[src/rtl/crc32_pkg.sv]
// Shared CRC-32 definitions: polynomial, byte-parallel update and checker FSM encoding.
package crc32_pkg;

  localparam logic [31:0] CRC32_POLY = 32'h04C1_1DB7;

  typedef enum logic [1:0] {
    ST_IDLE    = 2'd0,
    ST_RECV    = 2'd1,
    ST_DISCARD = 2'd2
  } crc_state_e;

  // MSB-first, non-reflected update: d[i] meets c[24+i]; init 0, no final XOR.
  function automatic logic [31:0] crc32_byte_f(input logic [31:0] c, input logic [7:0] d);
    logic [31:0] r;
    r = c ^ {d, 24'h00_0000};
    for (int i = 0; i < 8; i++) begin
      r = r[31] ? ((r << 1) ^ CRC32_POLY) : (r << 1);
    end
    return r;
  endfunction

endpackage

[src/rtl/crc32_strip_dly.sv]
// Four-byte delay line that holds back the trailing CRC bytes of a frame.
module crc32_strip_dly
  import crc32_pkg::*;
(
  input  logic       clk,
  input  logic       rst,
  input  logic       in_valid,
  input  logic [7:0] in_data,
  input  logic       in_last,
  input  logic       flush,
  output logic       out_valid,
  output logic [7:0] out_data,
  output logic       out_last
);

  logic [3:0][7:0] sr_q, sr_d;
  logic [2:0]      fill_q, fill_d;
  logic            out_valid_q, out_valid_d;
  logic [7:0]      out_data_q, out_data_d;
  logic            out_last_q, out_last_d;

  always_comb begin
    sr_d        = sr_q;
    fill_d      = fill_q;
    out_valid_d = 1'b0;
    out_data_d  = out_data_q;
    out_last_d  = 1'b0;
    if (flush) begin
      fill_d = 3'd0;
    end else if (in_valid) begin
      sr_d = {sr_q[2:0], in_data};
      // Only a full line releases a byte; the four bytes still held at in_last are the CRC.
      if (fill_q == 3'd4) begin
        out_valid_d = 1'b1;
        out_data_d  = sr_q[3];
        out_last_d  = in_last;
      end
      if (in_last) begin
        fill_d = 3'd0;
      end else if (fill_q != 3'd4) begin
        fill_d = fill_q + 3'd1;
      end
    end
  end

  always_ff @(posedge clk) begin
    sr_q <= sr_d;
  end

  always_ff @(posedge clk or negedge rst) begin
    if (!rst) begin
      fill_q      <= 3'd0;
      out_valid_q <= 1'b0;
      out_data_q  <= 8'h00;
      out_last_q  <= 1'b0;
    end else begin
      fill_q      <= fill_d;
      out_valid_q <= out_valid_d;
      out_data_q  <= out_data_d;
      out_last_q  <= out_last_d;
    end
  end

  assign out_valid = out_valid_q;
  assign out_data  = out_data_q;
  assign out_last  = out_last_q;

endmodule

[config.mk]
export PLATFORM = sky130hd
export DESIGN_NAME = crc32_strip_dly
export DESIGN_NICKNAME = d
export VERILOG_FILES = /design/src/rtl/crc32_pkg.sv /design/src/rtl/crc32_strip_dly.sv
export SDC_FILE = /design/constraint.sdc
export NUM_CORES = 1
export LEC_CHECK = 0
export BUFFER_PORTS_ARGS = -buffer_cell sky130_fd_sc_hd__buf_4
export CORE_MARGIN = 10
export CORE_UTILIZATION = 46
export CTS_CLUSTER_SIZE = 10
export DETAILED_ROUTE_END_ITERATION = 10
export PLACE_DENSITY = 0.7
export SYNTH_ARGS = -nofsm -noshare
export SYNTH_HDL_FRONTEND = slang
export SYNTH_SLANG_ARGS = --single-unit
[constraint.sdc]
create_clock -name clk -period 1.2 [get_ports clk]
set_input_delay 0.24 -clock clk [delete_from_list [all_inputs] [get_ports clk]]
set_output_delay 0.24 -clock clk [all_outputs]
set_load 0.01 [all_outputs]
==> impl_metrics.env, run 1 <==
export IMPL_status="complete, but fails checks"
export IMPL_violations="setup timing"
export IMPL_cts_root_to_sink_buffers=2
export IMPL_routed_wire_length_per_instance_um=15.0
export IMPL_cts_clk_slew_worst_paths_ps=130
export IMPL_synthesis_yosys_warnings=0
export IMPL_drt_pre_antenna_iters=4
export IMPL_post_route_util_pct=63.6
export IMPL_vias=781
export IMPL_num_rows=20
export IMPL_synth_ff_latch_count=45
export IMPL_initial_core_util_pct=48.9
export IMPL_p_clk_share_pct=32.6
export IMPL_netlist_top_cell_by_area="edfxtp_1"
export IMPL_worst_slack_ps=-152
export IMPL_top_level_ports=23
export IMPL_detailedRoute_firstIterationViolations=29
export IMPL_grt_usage_pct=7.56
export IMPL_power_net_switching_uw=557
export IMPL_first_global_vias=808
export IMPL_mappedNetlistNets=91
export IMPL_max_slew_margin_pct=75.2
export IMPL_die_w_um=77.7
export IMPL_grt_pass1_wl_um=3550
export IMPL_layout_drive_gt1_share_pct=49.6
export IMPL_core_um2=3130
export IMPL_cts_tree="built"
export IMPL_leak_uw=0.000820
export IMPL_clock_skew_final_ps=7.16
export IMPL_root_buffer="clkbuf_4"
export IMPL_post_synth_main_area_contributors="edfxtp_1, dfrtp_1, mux2_2, ha_1, inv_1"
export IMPL_areaGrowthSynthToFinish_pct=30.2
export IMPL_antennaDiodeCount=0
export IMPL_timing_hold_worst_class="input pin to register"
export IMPL_tritoncts_num_sinks=45
export IMPL_timing_hold_ws_ps=50.3
export IMPL_p_seq_share_pct=62.4
export IMPL_post_drt_via_cell_ratio=4.79
export IMPL_crit_path_end_kind="register"
export IMPL_fmaxAchievable_mhz=739
export IMPL_power_report_internal_total_uw=2220
export IMPL_startpoint_type="register"
export IMPL_global_route_overflow_total=0
export IMPL_seq_area_um2=1290
export IMPL_multi_input_comb_area_um2=282
export IMPL_setup_total_negative_slack_ps=-1190
export IMPL_clock_latency_ps=350
export IMPL_synthesis_area_per_instance_um2=20.1
export IMPL_syn_cell_area_um2=1530
export IMPL_timing_setup_critical_path_class="register to register"
export IMPL_irDropWorstVdd_mv=0.906
export IMPL_dp_final_hpwl_um=1470
export IMPL_cap_viol_max_count=0
export IMPL_worstMarginPinSlew_ps=372
export IMPL_yosysSeqAreaShare_pct=84.1
export IMPL_maximum_number_of_pins_on_one_net_before_global_route_repair=33
export IMPL_critical_path_max_fanout=5
export IMPL_finalCriticalPeriod_ps=1350
export IMPL_critPathRequiredTime_ps=1450
export IMPL_drc=0
export IMPL_filler_instances=240
export IMPL_synth_top_cell_area_share_pct=62.8
export IMPL_report_final_slew_viol_count=0
export IMPL_layout_worst_path_cycle_share_pct=113
export IMPL_die_area_um2=6030
export IMPL_postSynthCellCount=76
export IMPL_floorplan_die_height_um=77.7
export IMPL_clock_buffers_created_by_tritoncts=5
export IMPL_io_buffers=22
export IMPL_antenna_violations_before_repair=0
export IMPL_worstPathArrival_ps=1600
export IMPL_pwr_density_cell_nw_per_um2=1400
export IMPL_detail_route_wirelength_um=2450
export IMPL_power_share_combinational_pct=4.9
export IMPL_report_final_hold_viol_count=0
export IMPL_synth_lib_cells_used_distinct=17
export IMPL_number_of_routed_nets_with_antenna_violations=0
export IMPL_gp_congestion=0.721
export IMPL_mostFrequentLayoutCells="buf_4, edfxtp_1, dfrtp_1"
export IMPL_dpl_worst_slack_ps=-129
export IMPL_p_total_uw=2780
export IMPL_unrepaired_setup_endpoints_after_global_routing="true"
export IMPL_p_sw_share_pct=20.0
export IMPL_setup_violations_final=11
export IMPL_design_final_nets=133
export IMPL_htreeDepth=2
==> flip-flops by register name, indices dropped and copies added (netlist names) <==
| register | cells |
|---|---|
| out_valid | 1 |
| sr_q | 32 |
| fill_q | 3 |
| out_data | 8 |
| out_last | 1 |
==> cell families after synthesis <==
group	count (synthesis)	synth area share, %
mux	8	5.89
flops	45	84.1
fa+ha+maj	2	1.64
buf+inv	5	1.23
simple gates	11	5.40
compound gates	5	1.72
==> worst paths after layout <==
check / startpoint / to / slack, ps / depth (start not counted)
min in group asynchronous: rst / fill_q[2] / 250 / 2
min: in_data[7] / sr_q[7] / 50 / 1
min reg2reg: sr_q[2] / sr_q[10] / 430 / 0
max in group asynchronous: rst / out_data[0] / 790 / 2
max reg2reg: fill_q[0] / out_data[4] / -150 / 5
max: fill_q[0] / out_data[4] / -150 / 5
==> cell type report <==
cell class | instances | area share, %
flip-flops and latches | 45 | 64.6
well taps | 44 | 2.77
inverters | 5 | 0.943
repair buffers | 34 | 13.6
multi-input cells | 27 | 14.1
clock buffers | 5 | 1.89
clock inverters | 3 | 2.07
==> cell usage after synthesis, drive strengths merged <==
library cell / number
edfxtp: 32
dfrtp: 13
mux2: 8
inv: 5
a21oi: 3
ha: 2
nand2: 2
nand4: 2
a31oi: 1
and3b: 1
nand3: 1
nand3b: 1
nor2: 1
nor2b: 1
nor3: 1
o21ai: 1
or3: 1
==> critical path, stage by stage (launching register included) <==
cell     delay (ps)
dfrtp_1         410
inv_2            80
ha_4            180
buf_4           130
nand3_4         100
mux2_4          330
==> routing by layer <==
metal / track usage, % / up-vias / part of all wire (%)
met4: 4.01 / 0 / 2.0
li1: - / 368 / -
met1: 7.57 / 378 / 41
met2: 11.3 / 28 / 47
met3: 5.65 / 7 / 10
met5: 0 / - / 0
==> power by group through the flow <==
stage | Clock (uW) | Combinational, uW | Sequential (uW)
after floorplan | 0 | 38.0 | 1770
after global placement | 0 | 103 | 1760
after detailed placement | 0 | 108 | 1770
after CTS | 926 | 116 | 1730
after global routing | 983 | 150 | 1740
final | 907 | 137 | 1730
==> per-stage QoR <==
stage | std cells | area, um2
detailed placement | 146 | 1800
floorplan | 76 | 1530
finish | 163 | 1990
global placement | 146 | 1800
CTS | 157 | 1910
global route | 163 | 1990
==> what timing repair did <==
item | CTS | global route
resized for setup | 3 | 8
setup buffers | 2 | 5
setup endpoints to repair | 10 | 11
hold endpoints to repair | 13 | 0
pin swaps | 0 | 4
gates cloned | 0 | 1
hold buffers | 1 | 0
Power figures use the tool's default switching activity.
==> run 2, diff against run 1 <==
--- a/config.mk
+++ b/config.mk
@@ -10,6 +10,7 @@
 export CORE_UTILIZATION = 46
 export CTS_CLUSTER_SIZE = 10
 export DETAILED_ROUTE_END_ITERATION = 10
+export HOLD_SLACK_MARGIN = 0.15
 export PLACE_DENSITY = 0.7
 export SYNTH_ARGS = -nofsm -noshare
 export SYNTH_HDL_FRONTEND = slang
==> run 2 against run 1 <==
Against the previous run:
- the flow still finishes with violations (setup timing)
- die area stayed put
- clock power is 1% lower
- maximum frequency is 1.9% higher
- clock-buffer cell count stayed put
- worst hold slack better by 150 ps
- critical path type unchanged
- register-to-register slack better by 20 ps
- sequential share of layout area is 3.4 points lower
- final area is 5.7% higher
- sequential power hardly changed
- critical path depth stayed put
==> impl_metrics.env, run 2 (synthesized netlist as in run 1, its figures left out) <==
export IMPL_status="complete, but fails checks"
export IMPL_violations="setup timing"
export IMPL_layout_drive_gt1_share_pct=48.1
export IMPL_startpoint_type="register"
export IMPL_clock_buffers_created_by_tritoncts=5
export IMPL_timing_hold_worst_class="input pin to register"
export IMPL_report_final_hold_viol_count=0
export IMPL_cts_root_to_sink_buffers=2
export IMPL_clock_skew_final_ps=4.85
export IMPL_largest_reg_flops=32
export IMPL_layout_worst_path_cycle_share_pct=111
export IMPL_detailed_place_area_um2=1800
export IMPL_cts_tree="built"
export IMPL_cts_clk_slew_worst_paths_ps=120
export IMPL_post_route_util_pct=67.2
export IMPL_floorplan_die_height_um=77.7
export IMPL_design_final_nets=143
export IMPL_detailedRoute_firstIterationViolations=42
export IMPL_filler_instances=226
export IMPL_mostFrequentLayoutCells="buf_4, edfxtp_1, dfrtp_1"
export IMPL_pwr_density_cell_nw_per_um2=1330
export IMPL_final_std_cell_area_no_fill_um2=2100
export IMPL_antennaDiodeCount=0
export IMPL_critPathRequiredTime_ps=1440
export IMPL_die_w_um=77.7
export IMPL_core_um2=3130
export IMPL_grt_pass1_wl_um=3820
export IMPL_global_route_overflow_total=0
export IMPL_fmaxAchievable_mhz=753
export IMPL_setup_violations_final=10
export IMPL_antenna_violations_before_repair=0
export IMPL_routed_wire_length_per_instance_um=14.8
export IMPL_critPathMaxStageDelay_ps=390
export IMPL_number_of_routed_nets_with_antenna_violations=0
export IMPL_die_area_um2=6030
export IMPL_maximum_number_of_pins_on_one_net_before_global_route_repair=33
export IMPL_worst_slack_ps=-128
export IMPL_max_slew_margin_pct=84.3
export IMPL_cap_viol_max_count=0
export IMPL_worstPathArrival_ps=1570
export IMPL_io_buffers=22
export IMPL_drt_pre_antenna_iters=4
export IMPL_clock_latency_ps=350
export IMPL_slowest_stage="dfrtp_1"
export IMPL_htreeDepth=2
export IMPL_timing_hold_ws_ps=199
export IMPL_timing_setup_critical_path_class="register to register"
export IMPL_globalRouteMet2Util_pct=12.4
export IMPL_post_drt_via_cell_ratio=4.73
export IMPL_grt_use_met3_pct=6.11
export IMPL_report_final_slew_viol_count=0
export IMPL_first_global_vias=841
export IMPL_irDropWorstVdd_mv=0.907
export IMPL_register_with_the_highest_flop_count="sr_q"
export IMPL_dpl_worst_slack_ps=-129
export IMPL_crit_path_end_kind="register"
export IMPL_p_total_uw=2800
export IMPL_leak_uw=0.000857
export IMPL_top_level_ports=23
export IMPL_gp_congestion=0.721
export IMPL_unrepaired_setup_endpoints_after_global_routing="true"
export IMPL_gr_max_usage_layer="met2"
export IMPL_num_rows=20
export IMPL_root_buffer="clkbuf_4"
export IMPL_tritoncts_num_sinks=45
export IMPL_initial_core_util_pct=48.9
export IMPL_worst_r2r_path_depth=5
export IMPL_grt_usage_pct=8.06
export IMPL_finalCriticalPeriod_ps=1330
export IMPL_vias=819
export IMPL_areaGrowthSynthToFinish_pct=37.6
export IMPL_critical_path_max_fanout=5
export IMPL_drc=0
export IMPL_worstMarginPinSlew_ps=235
export IMPL_detail_route_wirelength_um=2560
export IMPL_timing_critical_path_cells="inv_2 > ha_4 > buf_4 > nand3_4 > mux2_2"
export IMPL_hold_depth=3
export IMPL_met1_grt_util_pct=8.13
export IMPL_dp_final_hpwl_um=1470
run 2: cell types whose count changed in the layout (fill, tap and decap cells not counted), sizes merged:
cell / previous run / this run
dlygate4sd3: 1 / 10
buf: 33 / 34
run 2: per-stage QoR:
step | instances | TNS (ps)
after global routing | 173 | -1580
final | 173 | -1080
after detailed placement | 146 | -804
after floorplan | 76 | -2300
after global placement | 146 | -107
after CTS | 166 | -229
run 2: area by class of cell:
class | count | area (um2) | area share [%]
sequential | 45 | 1290 | 61.2
timing repair buffer | 44 | 372 | 17.7
multi-input combinational | 27 | 292 | 13.9
tap | 44 | 55.1 | 2.62
clock inverter | 3 | 41.3 | 1.96
clock buffer | 5 | 37.5 | 1.78
inverter | 5 | 18.8 | 0.892
run 2: where the power goes:
part           leakage [uW]  switching (uW)  internal [uW]
combinational      0.000339            75.5           89.2
sequential         0.000480            12.9           1720
clock             0.0000389             466            431
total              0.000857             555           2240
run 2: path summary, 6_finish.rpt:
| path | to | slack [ps] | start |
|---|---|---|---|
| min in group asynchronous | fill_q[2] | 250 | rst |
| worst max-delay path | out_data[2] | -130 | fill_q[0] |
| worst min register to register | sr_q[29] | 430 | sr_q[21] |
| worst max register to register | out_data[2] | -130 | fill_q[0] |
| worst min-delay path | out_last | 200 | in_last |
| max in group asynchronous | fill_q[2] | 780 | rst |
run 2: critical path: cells and delay by family (launching register included):
kind | cells | cell delay [ps]
adder cells (fa/ha/maj) | 1 | 180
multiplexers | 1 | 340
flip-flops | 1 | 390
buffers and inverters | 2 | 210
AND/OR/NAND/NOR | 1 | 110
run 2: timing repair:
| action | 4_1_cts | 5_1_grt |
|---|---|---|
| setup endpoints to repair | 10 | 11 |
| hold endpoints to repair | 24 | 0 |
| buffers inserted | 2 | 6 |
| cloned | 0 | 1 |
| gates resized for setup | 3 | 10 |
| hold buffers | 10 | 0 |
| pin swaps | 0 | 4 |
run 2: layer usage:
metal | wire length (um) | vias to the layer above | part of all wire, %
met5 | 0 | - | 0
met4 | 17 | 0 | 0.66
met3 | 279 | 4 | 11
met2 | 1240 | 32 | 48
met1 | 1030 | 395 | 40
li1 | - | 388 | -
